===== config.mk =====
export PLATFORM = sky130hd
export DESIGN_NAME = fourbit_fa_str
export DESIGN_NICKNAME = d
export VERILOG_FILES = /design/src/rtl/fourbit_fa_str_pkg.sv /design/src/rtl/full_adder_str.sv /design/src/rtl/fourbit_fa_str.sv
export SDC_FILE = /design/constraint.sdc
export NUM_CORES = 1
export LEC_CHECK = 0
export ABC_AREA = 1
export CORE_AREA = 2 2 39 41
export DETAILED_ROUTE_END_ITERATION = 12
export DIE_AREA = 0 0 41 43
export MAX_ROUTING_LAYER = met4
export SYNTH_ARGS = -nofsm -noshare
export SYNTH_HDL_FRONTEND = slang
export SYNTH_SLANG_ARGS = --single-unit

===== constraint.sdc =====
create_clock -name clk -period 2.8 [get_ports clk]
set_input_delay 0.42 -clock clk [delete_from_list [all_inputs] [get_ports clk]]
set_output_delay 0.42 -clock clk [all_outputs]
set_load 0.01 [all_outputs]

===== src/rtl/fourbit_fa_str_pkg.sv =====
// Shared constants for the structural 4-bit ripple-carry adder.
//   AdderWidth : operand and sum width of fourbit_fa_str (fixed at 4).
package fourbit_fa_str_pkg;

  localparam int AdderWidth = 4;

endpackage


===== src/rtl/full_adder_str.sv =====
// One-bit gate-level full adder, built only from primitives.
// Ports:
//   a, b  : operand bits
//   cin   : carry in
//   s     : sum bit, a ^ b ^ cin
//   cout  : carry out, (a & b) | (cin & (a ^ b))
module full_adder_str (
  input  logic a,
  input  logic b,
  input  logic cin,
  output logic s,
  output logic cout
);

  logic aXorB;
  logic aAndB;
  logic carryProp;

  // The propagate term a ^ b is shared between the sum and the carry,
  // so the carry only passes through cin when exactly one operand is set.
  xor gXorAb  (aXorB, a, b);
  xor gXorSum (s, aXorB, cin);
  and gAndGen (aAndB, a, b);
  and gAndProp(carryProp, cin, aXorB);
  or  gOrCout (cout, aAndB, carryProp);

endmodule


===== src/rtl/fourbit_fa_str.sv =====
// Structural 4-bit ripple-carry adder with a registered copy of the result.
// Ports:
//   clk    : clock, rising edge; drives only the output registers
//   rst    : synchronous active-high reset for S_q/Cout_q
//   A, B   : unsigned 4-bit operands, bit 0 is the LSB
//   Cin    : carry into bit 0
//   S      : combinational sum, (A + B + Cin) mod 16
//   Cout   : combinational carry out of bit 3
//   S_q    : S registered on the rising edge of clk
//   Cout_q : Cout registered on the rising edge of clk
module fourbit_fa_str
  import fourbit_fa_str_pkg::*;
(
  input  logic                  clk,
  input  logic                  rst,
  input  logic [AdderWidth-1:0] A,
  input  logic [AdderWidth-1:0] B,
  input  logic                  Cin,
  output logic [AdderWidth-1:0] S,
  output logic                  Cout,
  output logic [AdderWidth-1:0] S_q,
  output logic                  Cout_q
);

  logic [AdderWidth:0] c;

  assign c[0] = Cin;

  // Four ripple stages; each carry out feeds the next stage's carry in,
  // so the worst-case path runs from Cin through all four carries.
  full_adder_str stage0 (.a(A[0]), .b(B[0]), .cin(c[0]), .s(S[0]), .cout(c[1]));
  full_adder_str stage1 (.a(A[1]), .b(B[1]), .cin(c[1]), .s(S[1]), .cout(c[2]));
  full_adder_str stage2 (.a(A[2]), .b(B[2]), .cin(c[2]), .s(S[2]), .cout(c[3]));
  full_adder_str stage3 (.a(A[3]), .b(B[3]), .cin(c[3]), .s(S[3]), .cout(c[4]));

  assign Cout = c[4];

  // Output register for synchronous consumers. Reset clears only these
  // flops; the combinational S/Cout keep following the inputs.
  always_ff @(posedge clk) begin
    if (rst) begin
      S_q    <= '0;
      Cout_q <= 1'b0;
    end else begin
      S_q    <= S;
      Cout_q <= Cout;
    end
  end

endmodule


After elaboration in Yosys (flattened, before gate mapping)
Cells that the tools add are included.

operators by class
  bitwise logic cells = 20

operators by type and width
  cell           number
  $and A1 B1 Y1  8
  $xor A1 B1 Y1  8
  $or A1 B1 Y1   4

word-level totals
  word-level logic and storage cells = 22
  bits in registers = 5
  input port bits = 11
  output and inout bits = 10

Longest topological paths before layout
Gate-level depths: netlist of run 1.

  word-level depth = 9
  mapped depth = 9
  depth with buffers taken out = 8

Modules after synthesis
From an unflattened synthesis of run 1, not the netlist that was laid out.

second synthesis, totals
  cell total of the unflattened synthesis = 19
  area total of the unflattened synthesis = 217.7 um2

by module, submodules not included
  module          seq. area each (um2)  instances  area an instance (um2)  cells an instance
  fourbit_fa_str  100.1                 1          137.6                   15
  full_adder_str  0.0                   4          20.0                    1

Worst setup path after synthesis of run 1
Ideal clock, no wire load.

  path type = input -> output
  start = input port A[0]
  end = output port S[3]
  arrival = 2.047 ns
  stages = 9
  setup slack = 0.333 ns
  required time = 2.380 ns
  path buffers = 1
  path through = inv_1 fa_1 inv_1 fa_1 fa_1 inv_1 fa_1 inv_1 buf_4

on the way
  word-level cells in the longest chain between the ends = 8
  elaborated cells between the ends (all ways) = 9
  classes of those cells = bitwise (9)

ends and longest elaborated chain
  what                RTL line              RTL
  start: declaration  fourbit_fa_str.sv:16  input logic [AdderWidth-1:0] A,
  $xor A1 B1 Y1       full_adder_str.sv:21  xor gXorAb (aXorB, a, b);
  $and A1 B1 Y1       full_adder_str.sv:24  and gAndProp(carryProp, cin, aXorB);
  $or A1 B1 Y1 *      full_adder_str.sv:25  or gOrCout (cout, aAndB, carryProp);
  $and A1 B1 Y1 *     full_adder_str.sv:24
  $or A1 B1 Y1 *      full_adder_str.sv:25
  $and A1 B1 Y1 *     full_adder_str.sv:24
  $or A1 B1 Y1 *      full_adder_str.sv:25
  $xor A1 B1 Y1 *     full_adder_str.sv:22  xor gXorSum (s, aXorB, cin);
  end: declaration    fourbit_fa_str.sv:19  output logic [AdderWidth-1:0] S,

Mark *: on every way between the ends. The rest lies on a longest branch, timed or not.

Final worst setup path of run 1
  start = input port A[1]
  end = output port S[3]

on the way
  word-level cells in the longest chain between the ends = 6
  elaborated cells between the ends (all ways) = 7
  classes of those cells = bitwise (7)

ends and longest elaborated chain
  what             RTL line
  $xor A1 B1 Y1    full_adder_str.sv:21
  $and A1 B1 Y1    full_adder_str.sv:24
  $or A1 B1 Y1 *   full_adder_str.sv:25
  $and A1 B1 Y1 *  full_adder_str.sv:24
  $or A1 B1 Y1 *   full_adder_str.sv:25
  $xor A1 B1 Y1 *  full_adder_str.sv:22

Marked as above.

==> results of run 1 <==
==> area by class of cell <==
type | count | area share
tap | 16 | 0.0388
timing repair buffer | 22 | 0.422
sequential | 5 | 0.194
multi-input combinational | 9 | 0.206
inverter | 12 | 0.0874
clock buffer | 4 | 0.0510
==> power by group <==
| group | switching [mW] | internal, mW | total [mW] |
|---|---|---|---|
| clock network | 0.0255 | 0.0536 | 0.0791 |
| logic | 0.0360 | 0.0558 | 0.0918 |
| registers | 0.00167 | 0.0796 | 0.0813 |
| total | 0.0632 | 0.189 | 0.252 |
==> kinds of logic (layout without fill, tap and decap cells) <==
logic type | count (synthesis) | count (layout) | synth area share
DFF | 5 | 5 | 0.365
and+or+nand+nor | 5 | 5 | 0.0685
adders and majority gates | 4 | 4 | 0.292
buffers and inverters | 16 | 38 | 0.274
==> synth_stat cells <==
| library cell | instances | area, µm² |
|---|---|---|
| buf_4 | 4 | 30.0 |
| dfxtp_1 | 5 | 100 |
| fa_1 | 4 | 80.1 |
| inv_1 | 12 | 45.0 |
| nor2_1 | 5 | 18.8 |
==> metrics by stage <==
stage	TNS [ps]	utilization	hold slack [ps]	std cells
floorplan	0	-	487	30
global placement	-1080	0.346	1050	64
detailed placement	-1100	0.346	1060	64
CTS	-262	0.367	814	68
global route	0	0.373	651	68
finish	0	0.373	646	68
==> flip-flops by register name, summed over array words and instances (netlist names) <==
register  count
Cout_q        1
S_q           4
==> worst max-delay path: cells and delay by family <==
family / cells / cell delay (ps)
fa+ha+maj: 3 / 1150
buf+inv: 4 / 670
==> per-layer routing <==
layer	routed length, µm	up-vias
met2	214	13
li1	-	117
met5	0	-
met4	0	0
met1	156	86
met3	47	0
==> how the worst max path moves through the flow <==
stage / startpoint / end / slack [ps] / cells past startpoint
after floorplan: A[0] / S[3] / 330 / 9
after global placement: A[0] / S[3] / -560 / 10
after detailed placement: A[0] / S[3] / -570 / 10
after CTS: A[0] / S[3] / -150 / 10
after global routing: A[1] / S[3] / 80 / 7
final: A[1] / S[3] / 140 / 7
==> what timing repair did <==
action,in CTS,in global routing
setup endpoints to repair,3,3
gates resized for setup,15,4
pin swaps,3,4
setup buffers,0,0
==> results.md, run 1 <==
- Clock tree buffer depth: 2
- Synthesized area per cell: 9.13 µm²
- I/O pin cnt: 21
- Initial DRC Count: 2
- Vias/cell: 3.18
- Die Y: 43 µm
- H-tree depth: 1
- Vias: about 220
- Hpwl dp: 385 µm
- Global-route wire length before repair: between 700 and 800 µm
- Initial Utilization: 0.198
- Routed WL: 418 µm
- Part of the cycle the worst path needs: 0.951
- Core area: 0.00138 mm²
- CP Launch Type: primary input
- Sequential-to-total area share from yosys stat: 0.365
- Met2 Usage GRT: 0.103
- Most used cell, CP: fa_2
- Worst relative slew slack: 0.884
- Worst EP required: 2380 ps
- Peak Freq: 375 MHz
- Post-Syn Instances: 30
- Fraction of layout cells with a size suffix above 1: 0.288
- Synthesis-to-finish area growth: 88.1%
- M1 GR Usage: 0.0588
- Port bufs: 20
- Commonest non-fill, non-tap cell in the layout: clkdlybuf4s50_1
- Worst setup EP type: primary output
- Worst hold start: B[0]
- GR Util met3: 0.0105
- WP data arrival: 2240 ps
- Status: finished, final reports clean
- Min-delay worst type: in2reg
- Footprint of the multi-input gates: 106 µm²
- Sink Count: 5
- Crit Path Class: in2out
- CTS Root Cell: clkbuf_4
- Post-Synthesis Cell Area: 274 µm²
- Synth warnings: 0
- Hold Fails Final Rpt: 0
- Pwr Total: 0.252 mW
- Total gr overflow: 0
- Cell area after layout: 515 µm²
- TritonCTS clock tree: done
- Worst-margin pin slew: roughly 170 ps
- Fin nets: 68
- Commonest non-fill, non-tap cells in the layout: clkdlybuf4s50_1 (14), inv_1 (7), dfxtp_1 (5), inv_2 (5), nor2_1 (5)
- Post-DP Area: 479 µm²
- RSZ-0062 raised after global routing: no
- WL/cell: 6.15 µm
- GRT busiest layer: met2
- ANT cells: 0
- Antenna viol nets, final: 0
- FILL cells: between 150 and 200
- Unique masters post-synth: 5
- RePlAce Congestion: 0.597
- Critical Path Max Stage Delay: 430 ps
- Max-cap violations: 0
- # rows: 14
- Hold Path Depth: 4
- Hold Path Sink: S_q[0]
- Power per cell area: 489 mW/mm²
- Worst vdd ir: 0.126 mV
- Crit path max fanout: 2
- Initial antenna violation count: 0
- Syn nets: 45
- Largest net degree at the start of global routing: 6
- Worst Slack Setup Final: 136 ps
- Clk slew on worst S/H paths: roughly 40 ps
- Hold-fix buffers, CTS: 0
- Worst slack at placement: -565 ps
- Residual DRC count: 0
- Minimum clock period: 2660 ps
- Leakage: 0.268 nW
- Vias in the first global route: 215
- Final setup vio count: 0
- Total GRT Usage: 0.0672
- Die area: between 0.0015 and 0.002 mm²
- DRT Pass-1 Iters: 2
- Die Width: between 40 and 50 µm
- Slowest cell on crit path: clkdlybuf4s50_1
- Critical path, cell by cell: clkdlybuf4s50_1 -> fa_2 -> fa_2 -> inv_2 -> fa_1 -> inv_1 -> buf_2
- Total CTS buffers: 3
- #FFs+latches synth: 5
- Register area: 100 µm²
- Max Slew Vio Count: 0
No activity file was read; power rests on OpenSTA's default activity.
==> run 2, diff against run 1 <==
CORE_AREA = 4 4 41 43   (was 2 2 39 41)
DIE_AREA = 0 0 45 47   (was 0 0 41 43)
==> run 2 against run 1 <==
  * Non-clock buffer count grew 1
  * Clock-buffer cell count is the same
  * Combinational power grew 8.5%
  * Cell count is the same
  * Setup slack lost 72 ps
==> results.md, run 2 (synthesized netlist as in run 1, its figures left out) <==
- Peak Freq: 366 MHz (-2.6%)
- Synthesis-to-finish area growth: 91.3%
- Worst-margin pin slew: 164 ps (-9.84 ps)
- Worst EP required: 2380 ps (about the same)
- TritonCTS clock tree: done
- RSZ-0062 raised after global routing: no
- Initial antenna violation count: 0 (unchanged)
- Critical path, cell by cell: clkdlybuf4s50_1 -> fa_2 -> fa_2 -> inv_2 -> fa_2 -> inv_1 -> buf_2
- Max-cap violations: 0 (unchanged)
- Crit Path Class: in2out
- CTS Root Cell: clkbuf_4
- Worst slack at placement: -596 ps (-30.1 ps)
- Routed WL: 598 µm (+43%)
- Total gr overflow: 0 (unchanged)
- Die Y: 47 µm (+9.3%)
- Leakage: 0.272 nW (+1.5%)
- H-tree depth: 1 (unchanged)
- Status: finished, final reports clean
- Pwr Total: 0.261 mW (+3.6%)
- Clk slew on worst S/H paths: 40 ps (about the same)
- Fraction of layout cells with a size suffix above 1: 0.321 (+0.0323)
- Setup crit start: A[1]
- Power per cell area: 498 mW/mm² (+1.9%)
- Commonest non-fill, non-tap cell in the layout: clkdlybuf4s50_1
- Vias: 234 (+8.3%)
- Minimum clock period: 2740 ps (+72.2 ps)
- Port bufs: 20 (unchanged)
- Initial Utilization: 0.211 (+0.0126)
- Setup TNS: 0 ps (unchanged)
- ANT cells: 0 (unchanged)
- Sink Count: 5 (unchanged)
- DRT Pass-1 Iters: 1 (-1)
- Worst vdd ir: 0.126 mV (about the same)
- Min-delay worst type: in2reg
- Worst setup EP type: primary output
- Hold Fails Final Rpt: 0 (unchanged)
- CP Capture Point: S[3]
- Largest net degree at the start of global routing: 6 (unchanged)
- WL/cell: 8.79 µm (+43%)
- Most used cell, CP: fa_2
- CP Launch Type: primary input
- Residual DRC count: 0 (unchanged)
- Final setup vio count: 0 (unchanged)
- Critical Path Max Stage Delay: 440 ps (about the same)
- FILL cells: 150 (-5.1%)
- Commonest non-fill, non-tap cells in the layout: clkdlybuf4s50_1 (14), inv_1 (7), dfxtp_1 (5), inv_2 (5), nor2_1 (5)
- Non-filler cells, final: 68 (unchanged)
- Antenna viol nets, final: 0 (unchanged)
- Worst Slack Setup Final: 64.2 ps (-72.2 ps)
- Initial DRC Count: 0 (-2)
- Hold-fix buffers, CTS: 0 (unchanged)
- Utilization after layout: 0.403 (+0.0304)
- WP data arrival: 2320 ps (+80 ps)
- Crit path max fanout: 2 (unchanged)
- Total CTS buffers: 3 (unchanged)
- Clock tree buffer depth: 2 (unchanged)
- Vias in the first global route: 249 (+16%)
- Max reg flops: 4 (unchanged)
- Global-route wire length before repair: 910 µm (+21%)
- Vias/cell: 3.44 (+8.3%)
- Fin nets: 69 (+1.5%)
- RePlAce Congestion: 0.586 (-1.8%)
- Slowest cell on crit path: clkdlybuf4s50_1
- Total GRT Usage: 0.0714 (+0.00415)
- Die area: 0.00212 mm² (+20%)
- Worst relative slew slack: 0.891 (+0.00658)
- Part of the cycle the worst path needs: 0.977 (+0.0258)
- I/O pin cnt: 21 (unchanged)
- Cells after DPL: 63 (-1.6%)
- # rows: 13 (-1)
- Core area: 0.00130 mm² (-6.0%)
- Hpwl dp: 478 µm (+24%)
- Largest reg by FF count: S_q
- Top flop regs: S_q (4), Cout_q (1)
- Max Slew Vio Count: 0 (unchanged)
- Die Width: 45 µm (+9.8%)
run 2: worst min path at each step:
stage,slack (ps),end,from,depth (start not counted)
CTS,800,Cout_q,rst,2
detailed placement,1050,Cout_q,rst,2
finish,640,S_q[0],Cin,4
floorplan,490,Cout_q,rst,1
global route,660,S_q[0],Cin,4
global placement,1050,Cout_q,rst,2
run 2: through the flow:
step | cell area, µm² | hold slack, ps
after floorplan | 274 | 487
after global placement | 478 | 1050
after detailed placement | 478 | 1050
after CTS | 514 | 805
after global routing | 524 | 664
final | 524 | 644
run 2: routing by layer:
metal	GRT usage	vias up	routed length, µm
met2	0.113	15	343
met1	0.0600	97	178
met4	0.105	0	19
li1	-	120	-
met3	0.0115	2	57
met5	-	-	0
run 2: layout make-up:
cell class                      count  area, µm²  area share
Clock buffer                        4       26.3      0.0501
Inverter                           12       45.0      0.0859
Multi-Input combinational cell      9        109       0.208
Sequential cell                     5        100       0.191
Tap cell                           15       18.8      0.0358
Timing Repair Buffer               23        225       0.430
run 2: worst max-delay path: cells and delay by family:
kind / cells / cell delay [ps]
adder cells (fa/ha/maj): 3 / 1200
buffers and inverters: 4 / 680
run 2: where the power goes:
group	leakage [nW]	total [mW]	switching, mW	internal, mW
sequential	0.0417	0.0812	0.00161	0.0796
clock	0.0150	0.0805	0.0268	0.0537
combinational	0.215	0.0996	0.0389	0.0607
total	0.272	0.261	0.0673	0.194
run 2: what timing repair did:
item                                    CTS  global route
endpoints found under the setup margin    3             3
pin swaps                                 2             4
buffers inserted                          1             0
resized for setup                        14             6
==> run 3, diff against run 2 <==
RECOVER_POWER = 25   (was unset)
==> run 3 against run 2 <==
  * Critical path depth stayed put
  * Global-route usage stayed put
  * Critical path type unchanged
  * Combinational power is 1% lower
  * Power is 0.44% lower
  * Critical endpoint unchanged
==> results.md, run 3 (synthesized netlist as in run 1, its figures left out) <==
- DRT Pass-1 Iters: 1 (unchanged)
- Commonest non-fill, non-tap cell in the layout: clkdlybuf4s50_1
- Minimum clock period: 2740 ps (unchanged)
- Top flop regs: S_q (4), Cout_q (1)
- Internal cell power: 0.193 mW (-0.39%)
- RSZ-0062 raised after global routing: no
- Worst vdd ir: 0.125 mV (-1.1%)
- Hold Fails Final Rpt: 0 (unchanged)
- Cell area after layout: 524 µm² (unchanged)
- Leakage: 0.276 nW (+1.5%)
- Clock tree buffer depth: 2 (unchanged)
- Peak Freq: 366 MHz (unchanged)
- Commonest non-fill, non-tap cells in the layout: clkdlybuf4s50_1 (13), inv_1 (9), dfxtp_1 (5), nor2_1 (5), fa_2 (4)
- Die Y: 47 µm (unchanged)
- Sink Count: 5 (unchanged)
- Port bufs: 20 (unchanged)
- Global-route wire length before repair: 910 µm (unchanged)
- Max Slew Vio Count: 0 (unchanged)
- Crit Path Class: in2out
- Max reg flops: 4 (unchanged)
- Worst setup EP type: primary output
- Vias in the first global route: 249 (unchanged)
- Initial DRC Count: 0 (unchanged)
- I/O pin cnt: 21 (unchanged)
- Worst relative slew slack: 0.891 (unchanged)
- Hpwl dp: 478 µm (unchanged)
- Sw Ratio: 0.257 (-0.000339)
- Clk slew on worst S/H paths: 40 ps (about the same)
- Pwr Total: 0.260 mW (-0.44%)
- Max-cap violations: 0 (unchanged)
- Vias/cell: 3.44 (unchanged)
- Initial Utilization: 0.211 (unchanged)
- Fin nets: 69 (unchanged)
- TritonCTS clock tree: done
- Total GRT Usage: 0.0714 (unchanged)
- WP data arrival: 2320 ps (about the same)
- Die area: 0.00212 mm² (unchanged)
- Worst-margin pin slew: 164 ps (unchanged)
- Final setup vio count: 0 (unchanged)
- Largest net degree at the start of global routing: 6 (unchanged)
- NetSw: 0.0669 mW (-0.57%)
- Hold slack: 644 ps (unchanged)
- Status: finished, final reports clean
- Vias: 234 (unchanged)
- Combinational power share: 0.379 (-0.002)
- Routed WL: 597 µm (-0.17%)
- Largest reg by FF count: S_q
- Worst EP required: 2380 ps (about the same)
- Core area: 0.00130 mm² (unchanged)
- CTS Root Cell: clkbuf_4
- Power per cell area: 496 mW/mm² (-0.44%)
- Antenna viol nets, final: 0 (unchanged)
- Initial antenna violation count: 0 (unchanged)
- H-tree depth: 1 (unchanged)
- # rows: 13 (unchanged)
- Clock power frac: 0.310 (+0.002)
- Synthesis-to-finish area growth: 91.3% (unchanged)
- Fraction of layout cells with a size suffix above 1: 0.283 (-0.0377)
- Total gr overflow: 0 (unchanged)
- Min-delay worst type: in2reg
- RePlAce Congestion: 0.586 (unchanged)
- CP Launch Type: primary input
- ANT cells: 0 (unchanged)
- Setup TNS: 0 ps (unchanged)
- Total CTS buffers: 3 (unchanged)
- WL/cell: 8.78 µm (-0.17%)
- Residual DRC count: 0 (unchanged)
- Utilization after layout: 0.403 (unchanged)
- Seq pwr share: 0.312 (about the same)
- Part of the cycle the worst path needs: 0.977 (unchanged)
- Post-DP Area: 478 µm² (unchanged)
- Die Width: 45 µm (unchanged)
- Crit path max fanout: 2 (unchanged)
-- run 3: changes by cell type in the layout (fill, tap and decap cells not counted), sizes merged --
cell,delta
clkdlybuf4s50,-1
dlygate4sd3,+1
-- run 3: per-stage QoR --
step | setup WS, ps | instances
4_1_cts | -139 | 68
2_1_floorplan | 333 | 30
6_report | 64.2 | 68
3_5_place_dp | -596 | 63
5_1_grt | 16.4 | 68
3_3_place_gp | -549 | 63
-- run 3: final cells by class --
class                           instances  area (µm²)
Clock buffer                            4        26.3
Fill cell                             150         777
Inverter                               12        45.0
Multi-Input combinational cell          9         109
Sequential cell                         5         100
Tap cell                               15        18.8
Timing Repair Buffer                   23         225
-- run 3: worst paths after layout --
check	startpoint	slack, ps	cells past startpoint	endpoint
setup / recovery	A[1]	60	7	S[3]
hold / removal	Cin	640	4	S_q[0]
-- run 3: what timing repair did --
item                       CTS  global route
pin swaps                    2             4
gates resized for setup     14             6
buffers inserted             1             0
setup endpoints to repair    3             3
hold buffers                 0             0
-- run 3: power by group through the flow --
stage | clock [mW] | combinational [mW] | sequential [mW]
finish | 0.0805 | 0.0985 | 0.0811
global route | 0.0907 | 0.108 | 0.0823
CTS | 0.0836 | 0.100 | 0.0813
detailed placement | 0 | 0.0988 | 0.0825
global placement | 0 | 0.0970 | 0.0825
floorplan | 0 | 0.0430 | 0.0872
-- run 3: worst max-delay path, stage by stage --
cell             delay [ps]
clkdlybuf4s50_1         440
fa_2                    410
fa_2                    360
inv_2                    60
fa_2                    430
inv_1                    60
buf_2                   120
-- run 3: layer usage --
metal	wire length, µm	track usage
met5	0	-
met4	19	0.105
met3	57	0.0115
met2	343	0.113
met1	177	0.0600
==> variant 1, RTL diff (flow settings as in run 1) <==
Register the inputs `A`, `B` and `Cin` before use, without a reset. The logic sees them one clock later. Comments in the files are not updated.
--- a/src/rtl/fourbit_fa_str.sv
+++ b/src/rtl/fourbit_fa_str.sv
@@ -22,16 +22,26 @@
   output logic                  Cout_q
 );
 
+  logic [AdderWidth-1:0] A_q;
+  logic [AdderWidth-1:0] B_q;
+  logic Cin_q;
+
+  always_ff @(posedge clk) begin
+    A_q   <= A;
+    B_q   <= B;
+    Cin_q <= Cin;
+  end
+
   logic [AdderWidth:0] c;
 
-  assign c[0] = Cin;
+  assign c[0] = Cin_q;
 
   // Four ripple stages; each carry out feeds the next stage's carry in,
   // so the worst-case path runs from Cin through all four carries.
-  full_adder_str stage0 (.a(A[0]), .b(B[0]), .cin(c[0]), .s(S[0]), .cout(c[1]));
-  full_adder_str stage1 (.a(A[1]), .b(B[1]), .cin(c[1]), .s(S[1]), .cout(c[2]));
-  full_adder_str stage2 (.a(A[2]), .b(B[2]), .cin(c[2]), .s(S[2]), .cout(c[3]));
-  full_adder_str stage3 (.a(A[3]), .b(B[3]), .cin(c[3]), .s(S[3]), .cout(c[4]));
+  full_adder_str stage0 (.a(A_q[0]), .b(B_q[0]), .cin(c[0]), .s(S[0]), .cout(c[1]));
+  full_adder_str stage1 (.a(A_q[1]), .b(B_q[1]), .cin(c[1]), .s(S[1]), .cout(c[2]));
+  full_adder_str stage2 (.a(A_q[2]), .b(B_q[2]), .cin(c[2]), .s(S[2]), .cout(c[3]));
+  full_adder_str stage3 (.a(A_q[3]), .b(B_q[3]), .cin(c[3]), .s(S[3]), .cout(c[4]));
 
   assign Cout = c[4];
 
Formal check against the unedited RTL: not equivalent (a bounded check fails within 4 cycles, from zero or initial values and one cycle with rst high).
==> variant 1 against run 1 <==
- via count up 28%
- worst setup slack worse by 0.038 ns
- power is 77% higher
- fmax is 1.4% lower
- worst hold slack worse by 0.063 ns
- synthesized area increased by 66%
- combinational power decreased by 5.6%
- core utilization grew 12 points
- cell area grew 33%
- wire length grew 47%
- sequential cell count is 9 higher
==> variant 1: results (changes against run 1) <==
qor: logic_synthesis.yosysSeqAreaShare 61.7% [+25 points]
qor: placed_design.place_inst 71 [+11%]
qor: setup_path.crit_path_slowest_cell sky130_fd_sc_hd__fa_2
qor: sta.final_min_period_over_clock_period 96.5% [+1.4 points]
qor: clock_tree.clk_pin_slew 0.08 ns [+0.04 ns]
qor: setup_path.data_arrival_time_of_the_worst_path 2.28 ns [+0.04 ns]
qor: setup_path.crit_path_end S[2]
qor: sta.worstMarginPinSlew 0.184 ns [+0.0100 ns]
qor: drt.vias_per_cell 3.68 [+16%]
qor: placed_design.post-dp-hpwl 512 µm [+33%]
qor: logic_synthesis.yosys-top-cells-area sky130_fd_sc_hd__dfxtp_1 62%, sky130_fd_sc_hd__fa_1 18%, sky130_fd_sc_hd__inv_1 9.9%
qor: finish.reg_top3 A_q x4, B_q x4, S_q x4
qor: finish.proportion_of_layout_cells_with_a_drive_suffix_above_1 22.0% [-6.8 points]
qor: setup_path.worst_path_largest_cell_delay 0.54 ns [+0.11 ns]
qor: sta.hold-worst-slack 0.583 ns [-0.0630 ns]
qor: logic_synthesis.ranking_of_synthesized_cells_by_instance_count 14 x sky130_fd_sc_hd__dfxtp_1, 12 x sky130_fd_sc_hd__inv_1, 5 x sky130_fd_sc_hd__nor2_1
qor: finish.layout.nets 75 [+10%]
qor: finish.final.fill_count 145 [-8.2%]
qor: grt.grt_start_max_net_pins 9 [+3]
qor: hold_path.whs_path_depth 1 [-3]
qor: placed_design.placedInstanceArea 644 µm² [+34%]
qor: logic_synthesis.synth_fp_nets 54 [+20%]
qor: pwr.cellLeakagePower 0.313 nW [+17%]
qor: hold_path.worst_min_delay_path_endpoint B_q[2]
qor: logic_synthesis.yosys.area_share.adder 17.6% [-12 points]
qor: pwr.max-vdd-ir-drop 0.313 mV [+150%]
qor: placed_design.preCtsSetupSlack -0.00834 ns [+0.557 ns]
qor: logic_synthesis.synth_cells 39 [+30%]
qor: clock_tree.cts.repair.resized 4 [-11]
qor: hold_path.worst_hold_startpoint B[2]
qor: setup_path.timing_worst_setup_path_type reg2out
qor: run_status.outcome finished, final reports clean
qor: drt.initialDrtViolationCount 3 [+1]
qor: grt.grt_pass1_wl 1000 µm [+33%]
qor: grt.first_global_vias 257 [+20%]
==> variant 1: where the power goes <==
group,internal (mW),switching [mW]
logic,0.0532,0.0336
clock network,0.0790,0.0606
registers,0.214,0.00515
total,0.346,0.0993
==> variant 1: layout make-up <==
| type | instances | area (µm²) | area share [%] |
|---|---|---|---|
| Sequential cell | 14 | 282 | 41.2 |
| Tap cell | 16 | 20.0 | 2.93 |
| Clock buffer | 4 | 36.3 | 5.31 |
| Inverter | 12 | 45.0 | 6.59 |
| Timing Repair Buffer | 20 | 194 | 28.4 |
| Multi-Input combinational cell | 9 | 106 | 15.6 |
==> variant 1: worst max-delay path: cells and delay by family (launching register included) <==
family / cells / cell delay (ns)
buffers and inverters: 3 / 0.63
flip-flops: 1 / 0.33
adder cells (fa/ha/maj): 3 / 1.06
==> variant 1: per-layer routing <==
metal  global-route usage (%)  routed length (µm)
met1                     9.83                 231
met2                     13.1                 321
met3                     1.57                  60
met4                     8.00                   0
met5                        -                   0
==> variant 2, RTL diff (settings of run 1) <==
Without the edit above. Reset style: asynchronous (`rst`), changed in one clocked block. Comments in the files are not updated.
--- a/src/rtl/fourbit_fa_str.sv
+++ b/src/rtl/fourbit_fa_str.sv
@@ -37,7 +37,7 @@
 
   // Output register for synchronous consumers. Reset clears only these
   // flops; the combinational S/Cout keep following the inputs.
-  always_ff @(posedge clk) begin
+  always_ff @(posedge clk or posedge rst) begin
     if (rst) begin
       S_q    <= '0;
       Cout_q <= 1'b0;
Check against the original RTL: differs if rst is asserted again (counterexample within 4 cycles, from zero or initial values and one cycle with rst high); with rst held inactive, the same outputs for 10 cycles.
==> variant 2 against run 1 <==
- worst setup slack worse by 0.037 ns
- combinational power increased by 8.6%
- fmax fell by 1.4%
- largest cell class unchanged
- clock power is 4.8% higher
- power grew 6.8%
- cell area grew 0.73%
- sequential cell count stayed put
- critical path depth unchanged
- die area unchanged
- wire length grew 9.6%
- synthesized area up 0.91%
==> variant 2: results (changes against run 1) <==
qor: placed_design.preCtsSetupSlack -0.553 ns [+0.0123 ns]
qor: grt.met3_usage 0% [-1.0 points]
qor: logic_synthesis.postSynth.topFlopCell sky130_fd_sc_hd__dfrtp_1
qor: grt.grt_pass1_wl 634 µm [-16%]
qor: setup_path.data_arrival_time_of_the_worst_path 2.28 ns [+0.04 ns]
qor: drt.wl_per_cell 7.27 µm [+18%]
qor: logic_synthesis.synth_cells 24 [-20%]
qor: setup_path.worst_path_largest_cell_delay 0.43 ns [about the same]
qor: placed_design.place_congestion 0.531 [-11%]
qor: drt.vias_per_cell 3.27 [+2.9%]
qor: grt.grt.met2_usage 7.50% [-2.8 points]
qor: placed_design.place_inst 59 [-7.8%]
qor: drt.initialDrtViolationCount 0 [-2]
qor: sta.timing.max_slew.rel_slack 88.5% [about the same]
qor: logic_synthesis.ranking_of_synthesized_cells_by_instance_count 11 x sky130_fd_sc_hd__inv_1, 5 x sky130_fd_sc_hd__dfrtp_1, 4 x sky130_fd_sc_hd__buf_4, 4 x sky130_fd_sc_hd__fa_1
qor: run_status.outcome finished, final reports clean
qor: finish.proportion_of_layout_cells_with_a_drive_suffix_above_1 34.0% [+5.2 points]
qor: logic_synthesis.yosysWarnings 0 [unchanged]
qor: logic_synthesis.yosysSeqAreaShare 45.2% [+8.7 points]
qor: placed_design.post-dp-hpwl 364 µm [-5.5%]
qor: logic_synthesis.yosys-top-cells-area sky130_fd_sc_hd__dfrtp_1 45%, sky130_fd_sc_hd__fa_1 29%, sky130_fd_sc_hd__inv_1 15%
qor: logic_synthesis.synth_cell_type_count 4 [-1]
qor: hold_path.hp-class in2async
qor: drt.detail_route.wirelength 458 µm [+9.6%]
qor: finish.layout.nets 63 [-7.4%]
qor: pwr.cellLeakagePower 0.275 nW [+2.5%]
qor: pwr.max-vdd-ir-drop 0.137 mV [+9.0%]
qor: drt.detailedRoute.firstPassIterationCount 1 [-1]
qor: grt.first_global_vias 192 [-11%]
qor: logic_synthesis.ys_async_sr_fraction 100% [+100 points]
qor: placed_design.placedInstanceArea 489 µm² [+2.1%]
qor: sta.postLayoutSetupSlackWorst 0.0997 ns [-0.0368 ns]
qor: setup_path.timing_worst_setup_path_type in2out
qor: grt.met1_usage 5.65% [-0.23 points]
qor: sta.timing.final.hold_violations 0 [unchanged]
qor: logic_synthesis.synth_fp_nets 39 [-13%]
-- variant 2: final cells by class --
| type | count | area (µm²) |
|---|---|---|
| fill | 155 | 865 |
| sequential | 5 | 125 |
| clock buffer | 4 | 26.3 |
| multi-input combinational | 4 | 87.6 |
| timing repair buffer | 23 | 219 |
| tap | 16 | 20.0 |
| inverter | 11 | 41.3 |
-- variant 2: metrics by stage --
| step | hold WS [ns] | util [%] |
|---|---|---|
| 3_5_place_dp | 0.623 | 35.4 |
| 5_1_grt | 0.393 | 37.5 |
| 4_1_cts | 0.366 | 37.0 |
| 2_1_floorplan | 0.199 | - |
| 3_3_place_gp | 0.626 | 35.4 |
| 6_report | 0.370 | 37.5 |
-- variant 2: power breakdown --
group	switching, mW	internal [mW]
Combinational	0.0380	0.0616
Clock	0.0291	0.0539
Sequential	0.00248	0.0842
-- variant 2: metal layers --
metal  part of all wire, %  up-vias
met4                   3.1        0
met3                    10        2
met5                     0        -
li1                      -      102
met2                    53       15
met1                    33       87
-- variant 2: timing repair --
item,in CTS,in global routing
gates resized for setup,15,5
pin swaps,1,4
endpoints found under the setup margin,3,2
-- variant 2: logic make-up after synthesis --
logic type               Yosys count  share of synthesized area (%)
adder cells (fa/ha/maj)            4                           29.0
flip-flops                         5                           45.2
buffers and inverters             15                           25.8
-- variant 2: worst min path at each step --
stage,start,end,slack [ns],cells past startpoint
floorplan,rst,Cout_q,0.20,1
global placement,rst,Cout_q,0.63,2
detailed placement,rst,Cout_q,0.62,2
CTS,rst,S_q[2],0.37,2
global route,rst,Cout_q,0.39,2
finish,rst,S_q[2],0.37,2
